[src/rtl/fetch_unit_pkg.sv]
// Shared types and constants for the instruction fetch stage: FSM encoding,
// IF/ID payload, reset/NOP values and the MIPS opcodes decode cares about.
package fetch_unit_pkg;

  localparam int unsigned XLEN   = 32;
  localparam int unsigned JIDX_W = 26;
  localparam int unsigned OP_W   = 6;

  typedef enum logic [1:0] {
    ST_IDLE  = 2'd0,
    ST_FETCH = 2'd1,
    ST_DRAIN = 2'd2
  } fetch_state_e;

  typedef struct packed {
    logic [XLEN-1:0] instr;
    logic [XLEN-1:0] pc_plus4;
  } if_id_t;

  localparam logic [XLEN-1:0] NOP_INSTR = 32'h0000_0000;
  localparam logic [XLEN-1:0] RESET_PC  = 32'h0000_0000;

  localparam logic [OP_W-1:0] OP_J    = 6'b000010;
  localparam logic [OP_W-1:0] OP_BEQ  = 6'b000100;
  localparam logic [OP_W-1:0] OP_BNE  = 6'b000101;
  localparam logic [OP_W-1:0] OP_LW   = 6'b100011;
  localparam logic [OP_W-1:0] OP_SW   = 6'b101011;
  localparam logic [OP_W-1:0] OP_ADDI = 6'b001000;

  // J-type target keeps the 256 MB region of the delay-slot PC.
  function automatic logic [XLEN-1:0] jump_target(input logic [XLEN-1:0]   pc_plus4,
                                                  input logic [JIDX_W-1:0] index);
    return {pc_plus4[XLEN-1:XLEN-4], index, 2'b00};
  endfunction

endpackage

[src/rtl/fetch_unit_if_id_reg.sv]
// IF/ID pipeline register: bubble beats load, otherwise holds.
// A bubble clears the instruction and valid bit but keeps the old PC+4.
module if_id_reg
  import fetch_unit_pkg::*;
(
  input  logic   clk,
  input  logic   rst,
  input  logic   load_i,
  input  logic   bubble_i,
  input  if_id_t data_i,
  output if_id_t data_o,
  output logic   valid_o
);

  if_id_t data_q;
  logic   valid_q;

  always_ff @(posedge clk or posedge rst) begin
    if (rst) begin
      data_q.instr    <= NOP_INSTR;
      data_q.pc_plus4 <= '0;
      valid_q         <= 1'b0;
    end else if (bubble_i) begin
      data_q.instr <= NOP_INSTR;
      valid_q      <= 1'b0;
    end else if (load_i) begin
      data_q  <= data_i;
      valid_q <= 1'b1;
    end
  end

  assign data_o  = data_q;
  assign valid_o = valid_q;

endmodule

[src/rtl/fetch_unit.sv]
// Instruction fetch stage: PC, fetch FSM (IDLE/FETCH/DRAIN) and redirect
// handling, feeding the IF/ID register.
module fetch_unit
  import fetch_unit_pkg::*;
(
  input  logic              clk,
  input  logic              rst,
  input  logic              stall,
  input  logic              flush,
  input  logic              jump,
  input  logic [JIDX_W-1:0] jumpIndex,
  input  logic              branchTaken,
  input  logic [XLEN-1:0]   branchTarget,
  output logic              imemReq,
  output logic [XLEN-1:0]   imemAddr,
  input  logic              imemReady,
  input  logic [XLEN-1:0]   imemData,
  output logic [XLEN-1:0]   instrOut,
  output logic [XLEN-1:0]   pcPlus4Out,
  output logic [OP_W-1:0]   opCode,
  output logic              instrValid
);

  fetch_state_e    state_q, state_d;
  logic [XLEN-1:0] pc_q, pc_d;
  logic [XLEN-1:0] tgt_q, tgt_d;
  logic            req_q;

  logic            redirect;
  logic [XLEN-1:0] redir_tgt;
  logic            ifid_load;
  logic            ifid_bubble;
  if_id_t          ifid_in;
  if_id_t          ifid_out;

  // Branch resolves later in the pipe than the jump decode, so it wins.
  assign redirect  = branchTaken | jump;
  assign redir_tgt = branchTaken ? branchTarget : jump_target(ifid_out.pc_plus4, jumpIndex);

  always_ff @(posedge clk or posedge rst) begin
    if (rst) begin
      state_q <= ST_IDLE;
      pc_q    <= RESET_PC;
      tgt_q   <= '0;
      req_q   <= 1'b0;
    end else begin
      state_q <= state_d;
      pc_q    <= pc_d;
      tgt_q   <= tgt_d;
      req_q   <= (state_d != ST_IDLE);
    end
  end

  always_comb begin
    state_d     = state_q;
    pc_d        = pc_q;
    tgt_d       = tgt_q;
    ifid_load   = 1'b0;
    ifid_bubble = flush;
    case (state_q)
      ST_IDLE: begin
        state_d = ST_FETCH;
      end
      ST_FETCH: begin
        if (redirect) begin
          ifid_bubble = 1'b1;
          if (imemReady) begin
            pc_d = redir_tgt;
          end else begin
            // The outstanding access must complete before the new address goes out.
            tgt_d   = redir_tgt;
            state_d = ST_DRAIN;
          end
        end else if (stall) begin
          pc_d = pc_q;
        end else if (imemReady) begin
          pc_d      = pc_q + XLEN'(4);
          ifid_load = 1'b1;
        end else begin
          ifid_bubble = 1'b1;
        end
      end
      ST_DRAIN: begin
        ifid_bubble = 1'b1;
        if (imemReady) begin
          pc_d    = tgt_q;
          state_d = ST_FETCH;
        end
      end
      default: begin
        state_d = ST_IDLE;
      end
    endcase
  end

  assign ifid_in.instr    = imemData;
  assign ifid_in.pc_plus4 = pc_q + XLEN'(4);

  if_id_reg u_if_id (
    .clk      (clk),
    .rst      (rst),
    .load_i   (ifid_load),
    .bubble_i (ifid_bubble),
    .data_i   (ifid_in),
    .data_o   (ifid_out),
    .valid_o  (instrValid)
  );

  assign imemReq    = req_q;
  assign imemAddr   = pc_q;
  assign instrOut   = ifid_out.instr;
  assign pcPlus4Out = ifid_out.pc_plus4;
  assign opCode     = ifid_out.instr[XLEN-1:XLEN-OP_W];

endmodule
[config.mk]
export PLATFORM = sky130hd
export DESIGN_NAME = fetch_unit
export DESIGN_NICKNAME = d
export VERILOG_FILES = /design/src/rtl/fetch_unit_pkg.sv /design/src/rtl/fetch_unit_if_id_reg.sv /design/src/rtl/fetch_unit.sv
export SDC_FILE = /design/constraint.sdc
export NUM_CORES = 1
export LEC_CHECK = 0
export ABC_CLOCK_PERIOD_IN_PS = 9100
export BUFFER_PORTS_ARGS = -buffer_cell sky130_fd_sc_hd__clkbuf_2
export CAP_MARGIN = 10
export CORE_UTILIZATION = 40
export DETAILED_ROUTE_END_ITERATION = 16
export GPL_ROUTABILITY_DRIVEN = 0
export PLACE_DENSITY = 0.67
export SLEW_MARGIN = 25
export SYNTH_ARGS = -nofsm -noshare
export SYNTH_HDL_FRONTEND = slang
export SYNTH_SLANG_ARGS = --single-unit
[constraint.sdc]
create_clock -name clk -period 9.1 [get_ports clk]
set_input_delay 0.91 -clock clk [delete_from_list [all_inputs] [get_ports clk]]
set_output_delay 0.91 -clock clk [all_outputs]
set_load 0.05 [all_outputs]
==> results of run 1 <==
[kinds of logic after synthesis]
| kind of cell | count (synthesis) | share of synthesized area (%) |
|---|---|---|
| AOI/OAI and AO/OA | 264 | 22.6 |
| xor gates and xnor gates | 15 | 1.77 |
| adders and majority gates | 6 | 1.01 |
| buffers and inverters | 97 | 5.78 |
| DFF | 132 | 44.6 |
| muxes | 36 | 4.95 |
| and+or+nand+nor | 284 | 19.3 |
[critical path, stage by stage]
cell and delay (ps):
clkbuf_2 80, buf_4 340, or3_1 430, buf_4 230, o221a_2 540, nor2_4 730, mux2_2 410
[power by group through the flow]
stage | registers, W | clock network (W) | logic, W
2_1_floorplan | 0.00147 | 0 | 0.000732
3_3_place_gp | 0.00108 | 0 | 0.00152
3_5_place_dp | 0.00109 | 0 | 0.00153
4_1_cts | 0.00108 | 0.000626 | 0.00153
5_1_grt | 0.00112 | 0.000654 | 0.00165
6_report | 0.00108 | 0.000618 | 0.00154
[final cells by class]
type	instances	area (um^2)	area share [%]
clock inverter	4	23.8	0.266
multi-input combinational	605	3720	41.6
inverter	12	47.5	0.531
tap	229	287	3.20
timing repair buffer	208	1060	11.9
clock buffer	25	505	5.65
sequential	132	3300	36.9
[through the flow]
step           std cells  hold slack (ps)  cell area (um^2)  utilization (%)  worst slack (ps)
2_1_floorplan        834              441              7410                -              4660
3_3_place_gp        1186              454              8410             46.6              5280
3_5_place_dp        1186              464              8410             46.7              5270
4_1_cts             1215              476              8940             49.6              5700
5_1_grt             1215              500              8950             49.7              5550
6_report            1215              477              8950             49.7              5660
[state kept, by name, indices dropped and copies added, names as in the netlist]
register / flops
tgt_q: 32
u_if_id.data_o: 64
imemReq: 1
imemAddr: 32
u_if_id.valid_o: 1
state_q: 2
[placed cells by master (no fill, tap or decap), drive strengths merged, types with 4 or more instances in the layout]
master   synthesis  layout
mux2             5       5
o22a             5       5
inv             11      11
nor3            11      11
clkbuf          58     225
o32ai            4       4
nand4           17      17
o221ai          13      13
a2bb2oi          4       4
clkinv           1       5
a22oi            4       4
o211ai           7       7
o31ai           13      13
nand2b           4       4
o21ai           56      56
buf             27       8
o22ai            4       4
and3             5       5
nand3           17      17
nor4             8       8
nor2b            7       7
o2bb2ai          4       4
a32oi            5       5
or4b             4       4
or4             12      12
ha               6       6
nor2            23      23
dfrtp          132     132
xnor2            8       8
nand2          150     150
a31oi           15      15
xor2             7       7
nor3b            5       5
and4             4       4
a211oi           8       8
a21oi           93      93
or3              7       7
mux2i           31      31
[worst paths after layout]
kind,to,slack (ps),start
setup / recovery,u_if_id.data_o[1],5660,branchTaken
hold / removal,tgt_q[21],480,tgt_q[21]
setup reg to reg,u_if_id.data_o[1],5860,state_q[0]
hold reg to reg,tgt_q[21],480,tgt_q[21]
max in group asynchronous,tgt_q[4],7060,rst
min in group asynchronous,u_if_id.data_o[52],700,rst
[layer usage]
layer / GRT usage [%] / wire [um] / part of all wire, %
met3: 5.61 / 1550 / 6.9
met4: 6.02 / 269 / 1.2
met1: 34.2 / 10600 / 47
met5: 0 / 0 / 0
met2: 34.8 / 9970 / 45
==> results by group, run 1 <==
Outcome
  – Status: complete, no violations

Finish
  – Layout cells sized above 1: 26.8%
  – P&R area growth vs syn: 20.9%
  – Fillers: 1,753
  – Final nets: 1,079
  – Final antenna diode count: 0

Floorplanning
  – Initial Utilization: 41.1%
  – IO Pins: 201
  – # rows: 49
  – Die W: ~140 um
  – Die area: 0.0191 mm^2
  – Core box area: 0.0180 mm^2
  – Chip Height: 138 um

Global route
  – Global-route usage over all layers: a little under a quarter
  – First-pass GRT wire length: 35,600 um
  – GRT overflow: 0
  – Initial antenna violation count: 0
  – Vias in the first global route: approximately 6,300
  – Largest net degree at the start of global routing: 74

Synthesis
  – Top-count cell post-synth: nand2_1
  – Asr flop ratio synth: 100%
  – Mapped Area: 0.00741 mm^2
  – Syn Inst Count: about 830
  – Net count after synthesis: 937
  – Mean Syn Cell Area: between 8 and 9 um^2
  – Post-synth EDFFs: 0
  – Synthesis-stage register bit count: 132
  – Top area cells in the synthesized netlist: dfrtp_1 45%, nand2_1 7.6%, a21oi_1 6.3%
  – Post-synth top cells: 150 x nand2_1, 132 x dfrtp_1, 93 x a21oi_1
  – Distinct cells, synth: 73
  – Cell accounting for the most synthesized area: dfrtp_1
  – Register area share after synthesis: 44.6%
  – Syn. warnings: 0
  – Ys flop type: dfrtp_1
  – Yosys top cell area share: 44.6%

Placed design
  – Port Buffer Count: 200
  – Post-DP HPWL: 15,600 um

Clocking
  – Post-CTS setup buffer count: 0
  – Hold-fix buffers, CTS: 0
  – H-Tree Depth: 4
  – CTS max path bufs: 2
  – CTS resizes: 0
  – Clk_lat worst skew: around 410 ps
  – Clock slew at reported path FFs: approximately 50 ps
  – CTS tree: built
  – CTS Buf Count: 17
  – Clock Sinks: 132
  – CTS Root Buffer Type: clkbuf_16

Power and ir drop
  – Final total power: 0.00324 W
  – Lkg Pwr: 3.98 nW
  – Comb power frac: between 40 and 50%
  – Cell-internal power: ~0.0016 W
  – Sw Pwr: around 0.0016 W
  – Sw frac: 50.7%
  – Clk pwr share: 19.1%
  – Maximum vdd drop: between 0.15 and 0.2 mV
  – Sequential share of power: around 34%
  – Pwr per Cell Area: 362 mW/mm^2

STA
  – Final Hold Fails: 0
  – RSZ-0062 raised after global routing: no
  – Max Slew Vio Count: 0
  – Period minus WS final: approximately 3400 ps
  – Highest Clock Rate: roughly 290 MHz
  – Slew @ Worst Pin: 934 ps
  – Slew margin rel.: 37.0%
  – Setup violators final: 0
  – Clock skew: 6.24 ps
  – Tcrit/Tclk final: approximately 38%
  – Final setup TNS: 0 ps

Worst hold path
  – Hold Path Depth: 2
  – Worst min path class: flop to flop

Detailed routing
  – Post-Route WL: 22,400 um
  – Drt pass-1 iters: 5
  – ANT nets after route: 0
  – Avg WL per Cell: between 15 and 20 um
  – DR DRC count: 0
  – Iteration-0 DRC Markers: 546
  – Mean number of vias per cell: ~5.7
  – Via count: 6,984

Critical path
  – CP arrival: 3740 ps
  – Critical path class: primary input to flop
  – Req. time, crit path: 9400 ps
  – Crit-path max FO: 59
  – FF-to-FF path depth: 7
  – Worst setup SP type: primary input
  – Crit path capture type: flop

Job
  – Max Cap Violations: 0
Power figures use the tool's default switching activity.
==> inputs of run 2 (changes only) <==
Settings changed: ABC_CLOCK_PERIOD_IN_PS 9100 to 2880, PLACE_DENSITY 0.67 to 0.69.
Clock period 9.1 ns to 2.88 ns, I/O delays scaled along.
==> run 2 against run 1 <==
Compared with the run above: setup slack worse by 5300 ps; clock power rose to 4.0 times the previous value; cell area rose by 3.1%; final cell count up 1.6%; sequential share of layout area shrank 1.1 points; non-clock buffer count rose by 18; core utilization is 1.5 points higher; worst hold slack got worse by 390 ps; critical endpoint is now imemAddr[6].
==> results by group, run 2 (synthesis results as in run 1) <==
Global route
  – Met2 GRT Util: 35.2% (was 34.8%)
  – Global routing usage on met3: 4.19% (was 5.61%)
  – Initial antenna violation count: 0 (unchanged)
  – Global-route usage over all layers: 24.0% (was 23.5%)
  – M1 GR Usage: 35.3% (was 34.2%)
  – GRT overflow: 0 (unchanged)
  – First-pass GRT wire length: 36,400 um (was 35,600 um)
  – Vias in the first global route: 6,497 (was 6,292)
  – Most Crowded Layer GR: met1 (was met2)
  – Largest net degree at the start of global routing: 63 (was 74)

Clocking
  – CTS max path bufs: 2 (unchanged)
  – H-Tree Depth: 4 (unchanged)
  – CTS Root Buffer Type: clkbuf_16 (unchanged)
  – Clock Sinks: 132 (unchanged)
  – Clock slew at reported path FFs: 60 ps (was 50 ps)
  – CTS tree: built (unchanged)
  – Clk_lat worst skew: 420 ps (was 410 ps)
  – Post-CTS setup buffer count: 0 (unchanged)
  – CTS resizes: 0 (unchanged)
  – CTS Buf Count: 17 (unchanged)
  – Hold-fix buffers, CTS: 1 (was 0)

Worst hold path
  – Hold Path Depth: 3 (was 2)
  – Worst min path class: primary input to flop (was flop to flop)

Floorplanning
  – Chip Height: 138 um (unchanged)
  – Die area: 0.0191 mm^2 (unchanged)
  – Core box area: 0.0180 mm^2 (unchanged)
  – # rows: 49 (unchanged)
  – IO Pins: 201 (unchanged)
  – Die W: 138 um (unchanged)
  – Initial Utilization: 41.1% (unchanged)

Critical path
  – Critical path cell sequence: inv_1, ha_1, o21ai_0, or2_2, a21oi_1, o221a_2 (was clkbuf_2, buf_4, or3_1, buf_4, o221a_2, nor2_4, mux2_2)
  – CP endpoint: imemAddr[6] (was u_if_id.data_o[1])
  – Slowest CP cell: o21ai_0 (was nor2_4)
  – Crit path capture type: flop (unchanged)
  – FF-to-FF path depth: 6 (was 7)
  – Critical path origin: state_q[1] (was branchTaken)
  – Critical path class: flop to flop (was primary input to flop)
  – Reg2Reg Setup Slack: 380 ps (was 5860 ps)
  – CP arrival: 2800 ps (was 3740 ps)
  – Worst path max stage delay: 730 ps (about the same)
  – Crit-path max FO: 23 (was 59)
  – Worst setup SP type: flop (was primary input)
  – Req. time, crit path: 3190 ps (was 9400 ps)
  – RR Endpoint: imemAddr[6] (was u_if_id.data_o[1])
  – R2r startpoint: state_q[1] (was state_q[0])

STA
  – Final Hold Fails: 0 (unchanged)
  – Slew @ Worst Pin: 869 ps (was 934 ps)
  – Setup violators final: 0 (unchanged)
  – Period minus WS final: approximately 2500 ps
  – Max Slew Vio Count: 0 (unchanged)
  – Highest Clock Rate: 401 MHz
  – Tcrit/Tclk final: approximately 87%
  – Fin worst setup slack: 384 ps (was 5660 ps)
  – Clock skew: 6.72 ps (was 6.24 ps)
  – Slew margin rel.: 41.4% (was 37.0%)
  – Final setup TNS: 0 ps (unchanged)
  – RSZ-0062 raised after global routing: no (unchanged)

Detailed routing
  – Post-Route WL: 22,400 um (about the same)
  – ANT nets after route: 0 (unchanged)
  – Avg WL per Cell: 18.2 um (was 18.4 um)
  – Iteration-0 DRC Markers: 490 (was 546)
  – Mean number of vias per cell: 5.72 (was 5.75)
  – Drt pass-1 iters: 5 (unchanged)
  – DR DRC count: 0 (unchanged)
  – Via count: 7,064 (was 6,984)

Placed design
  – Port Buffer Count: 200 (unchanged)
  – DP Cell Count: 1,203 (was 1,186)
  – Placement-stage worst setup slack: 464 ps (was 5270 ps)
  – Post-DP HPWL: 16,100 um (was 15,600 um)

Finish
  – Layout cells sized above 1: 28.2% (was 26.8%)
  – Final nets: 1,097 (was 1,079)
  – Commonest cells after routing, fill and taps aside: 200 x clkbuf_2, 150 x nand2_1, 132 x dfrtp_1 (unchanged)
  – Most common cell after layout, fill and taps aside: clkbuf_2 (unchanged)
  – P&R area growth vs syn: 24.6% (was 20.9%)
  – Final antenna diode count: 0 (unchanged)
  – Final Non-Filler Cells: 1,234 (was 1,215)
  – Largest register FFs: 64 (unchanged)
  – Final core occ: 51.2% (was 49.7%)

Power and ir drop
  – Final total power: 0.0108 W (was 0.00324 W)
  – Maximum vdd drop: 0.693 mV (was 0.184 mV)
  – Clk pwr share: 22.9% (was 19.1%)
  – Sw frac: 48.4% (was 50.7%)
  – Sw Pwr: 0.00522 W (was 0.00164 W)
  – Lkg Pwr: 4.11 nW (was 3.98 nW)
  – Cell-internal power: 0.00557 W (was 0.00160 W)
  – Pwr per Cell Area: 1170 mW/mm^2 (was 362 mW/mm^2)
  – Comb power frac: 45.6% (was 47.4%)
  – Sequential share of power: 31.6% (was 33.5%)

Outcome
  – Status: complete, no violations (unchanged)

Job
  – Max Cap Violations: 0 (unchanged)
run 2: cell count changes in the layout (fill, tap and decap cells not counted), moves of 2 or more:
| cell | before | now |
|---|---|---|
| buf_4 | 8 | 23 |
| bufinv_16 | 0 | 6 |
| clkbuf_8 | 5 | 2 |
| buf_12 | 0 | 2 |
| clkinv_2 | 3 | 1 |
| clkinvlp_4 | 0 | 2 |
run 2: layout make-up:
type                    count  area [um^2]
flip-flops and latches    132         3300
repair buffers            226         1220
multi-input cells         605         3700
clock inverters             9          201
inverters                  12         48.8
clock buffers              21          460
fillers                  1704         8800
well taps                 229          287
run 2: critical path, delay by kind of cell, from the launching register on:
kind                       cells  cell delay, ps
and+or+nand+nor                1             520
AOI/OAI and AO/OA              3            1070
adders and majority gates      1             290
DFF                            1             410
buffers and inverters          1              80
run 2: per-stage QoR:
step / instance area [um^2] / hold WS [ps]
6_report: 9230 / 87.2
2_1_floorplan: 7410 / 419
3_5_place_dp: 8550 / 413
4_1_cts: 9230 / 69.4
5_1_grt: 9230 / 86.6
3_3_place_gp: 8550 / 411
run 2: how the worst min path moves through the flow:
| stage | endpoint | start | slack, ps |
|---|---|---|---|
| floorplan | u_if_id.data_o[62] | imemData[30] | 420 |
| global placement | u_if_id.data_o[53] | rst | 410 |
| detailed placement | u_if_id.data_o[45] | rst | 410 |
| CTS | u_if_id.data_o[59] | imemData[27] | 70 |
| global route | u_if_id.data_o[39] | imemData[7] | 90 |
| finish | u_if_id.data_o[45] | imemData[13] | 90 |
run 2: layer usage:
metal,share of wire (%),vias up,routed length [um]
li1,-,3385,-
met1,48,3326,10700
met2,44,320,9890
met3,6.4,33,1430
met4,1.8,0,413
met5,0,-,0
run 2: power groups by stage:
stage / clock network [W] / registers (W) / logic, W
2_1_floorplan: 0 / 0.00463 / 0.00231
3_5_place_dp: 0 / 0.00342 / 0.00490
6_report: 0.00247 / 0.00341 / 0.00491
3_3_place_gp: 0 / 0.00338 / 0.00486
5_1_grt: 0.00259 / 0.00350 / 0.00529
4_1_cts: 0.00250 / 0.00339 / 0.00492
==> inputs of run 3 (changes only) <==
Settings changed: MAX_ROUTING_LAYER from default to met4.
==> run 3 against run 2 <==
Compared with the run above: first-iteration DRC count down 3.9%; sequential share of layout area did not move; clock skew hardly changed; critical path depth unchanged; global-route usage increased by 0.76 points; highest routed layer unchanged; register-to-register slack better by 20 ps; combinational power about the same; flip-flop and latch count unchanged.
==> results by group, run 3 (synthesis results as in run 1) <==
Outcome
  – Status: complete, no violations (unchanged)

Clocking
  – Clk_lat worst skew: 420 ps (about the same)
  – CTS tree: built (unchanged)
  – CTS Root Buffer Type: clkbuf_16 (unchanged)
  – CTS Buf Count: 17 (unchanged)
  – Clock slew at reported path FFs: 60 ps (about the same)
  – CTS max path bufs: 2 (unchanged)
  – Clock Sinks: 132 (unchanged)
  – CTS resizes: 0 (unchanged)
  – H-Tree Depth: 4 (unchanged)

Finish
  – P&R area growth vs syn: 24.6% (unchanged)
  – Reg area: 0.00330 mm^2 (unchanged)
  – Largest register FFs: 64 (unchanged)
  – Final nets: 1,097 (unchanged)
  – Multi-input gate area: 0.00370 mm^2 (unchanged)
  – Most common cell after layout, fill and taps aside: clkbuf_2 (unchanged)
  – Final antenna diode count: 0 (unchanged)
  – Layout cells sized above 1: 28.2% (unchanged)
  – Commonest cells after routing, fill and taps aside: 200 x clkbuf_2, 150 x nand2_1, 132 x dfrtp_1 (unchanged)
  – Fin area: 0.00923 mm^2 (unchanged)
  – Final core occ: 51.2% (unchanged)
  – Fillers: 1,704 (unchanged)

STA
  – WHS: 85.7 ps (was 87.2 ps)
  – Final setup TNS: 0 ps (unchanged)
  – Slew @ Worst Pin: 836 ps (was 869 ps)
  – Setup violators final: 0 (unchanged)
  – RSZ-0062 raised after global routing: no (unchanged)
  – Highest Clock Rate: 404 MHz (was 401 MHz)
  – Slew margin rel.: 43.7% (was 41.4%)
  – Clock skew: 6.44 ps (was 6.72 ps)
  – Final Hold Fails: 0 (unchanged)
  – Max Slew Vio Count: 0 (unchanged)
  – Period minus WS final: 2480 ps (was 2500 ps)
  – Tcrit/Tclk final: 86.0% (was 86.7%)

Power and ir drop
  – Maximum vdd drop: 0.698 mV (was 0.693 mV)
  – Lkg Pwr: 4.11 nW (unchanged)
  – Pwr per Cell Area: 1170 mW/mm^2 (about the same)

Floorplanning
  – # rows: 49 (unchanged)
  – Chip Height: 138 um (unchanged)
  – Core box area: 0.0180 mm^2 (unchanged)
  – Initial Utilization: 41.1% (unchanged)
  – IO Pins: 201 (unchanged)
  – Die area: 0.0191 mm^2 (unchanged)
  – Die W: 138 um (unchanged)

Detailed routing
  – Iteration-0 DRC Markers: 471 (was 490)
  – DR DRC count: 0 (unchanged)
  – Drt pass-1 iters: 5 (unchanged)
  – Post-Route WL: 22,400 um (about the same)
  – Via count: 7,050 (was 7,064)
  – Avg WL per Cell: 18.2 um (about the same)
  – Mean number of vias per cell: 5.71 (was 5.72)
  – ANT nets after route: 0 (unchanged)

Placed design
  – Placed cell area: 0.00855 mm^2 (unchanged)
  – Post-DP HPWL: 16,100 um (unchanged)
  – Port Buffer Count: 200 (unchanged)

Global route
  – Vias in the first global route: 6,478 (was 6,497)
  – Largest net degree at the start of global routing: 63 (unchanged)
  – Global-route usage over all layers: 24.8% (was 24.0%)
  – First-pass GRT wire length: 36,400 um (about the same)
  – Initial antenna violation count: 0 (unchanged)
  – GRT overflow: 0 (unchanged)

Critical path
  – Critical path origin: state_q[1] (unchanged)
  – CP endpoint: imemAddr[6] (unchanged)
  – Crit path capture type: flop (unchanged)
  – Req. time, crit path: 3190 ps (about the same)
  – RR Endpoint: imemAddr[6] (unchanged)
  – Worst setup SP type: flop (unchanged)
  – Critical path class: flop to flop (unchanged)
  – CP arrival: 2790 ps (was 2800 ps)
  – Crit-path max FO: 23 (unchanged)
  – FF-to-FF path depth: 6 (unchanged)
  – Reg2Reg Setup Slack: 400 ps (was 380 ps)
  – R2r startpoint: state_q[1] (unchanged)

Job
  – Max Cap Violations: 0 (unchanged)

Worst hold path
  – Worst min path class: primary input to flop (unchanged)
==> run 3: layout make-up <==
type / instances / area share (%)
multi-input cells: 605 / 40.1
clock buffers: 21 / 4.99
clock inverters: 9 / 2.18
repair buffers: 226 / 13.3
flip-flops and latches: 132 / 35.8
inverters: 12 / 0.529
well taps: 229 / 3.11
==> run 3: critical path: stages, from the launching register on <==
cell	delay [ps]
dfrtp_1	410
inv_1	80
ha_1	290
o21ai_0	710
or2_2	530
a21oi_1	80
o221a_2	260
==> run 3: worst min-delay path by stage <==
stage	from	endpoint	cells after the start
global placement	rst	u_if_id.data_o[53]	2
CTS	imemData[27]	u_if_id.data_o[59]	3
finish	imemData[13]	u_if_id.data_o[45]	3
global route	imemData[7]	u_if_id.data_o[39]	3
detailed placement	rst	u_if_id.data_o[45]	2
floorplan	imemData[30]	u_if_id.data_o[62]	2
==> run 3: power by group <==
part	total [W]	leakage (nW)	internal, W	switching, W
clock network	0.00247	0.319	0.00166	0.000807
logic	0.00491	2.13	0.00136	0.00355
registers	0.00341	1.66	0.00255	0.000866
==> run 3: timing repair <==
action                                 CTS  global route
hold buffers                             1             0
setup buffers                            0             0
endpoints found under the hold margin   24             0
==> run 3: metal layers <==
| metal | vias to the layer above | wire length [um] | global-route usage (%) |
|---|---|---|---|
| li1 | 3383 | - | - |
| met4 | 0 | 417 | 8.04 |
| met2 | 317 | 9950 | 35.2 |
| met3 | 39 | 1480 | 4.19 |
| met5 | - | 0 | - |
| met1 | 3311 | 10600 | 35.6 |
==> run 3: per-stage QoR <==
| step | total power, W | instances | setup slack, ps |
|---|---|---|---|
| after CTS | 0.0108 | 1234 | 471 |
| after detailed placement | 0.00833 | 1203 | 464 |
| after floorplan | 0.00695 | 834 | 435 |
| after global routing | 0.0114 | 1234 | 274 |
| final | 0.0108 | 1234 | 402 |
| after global placement | 0.00824 | 1203 | 528 |
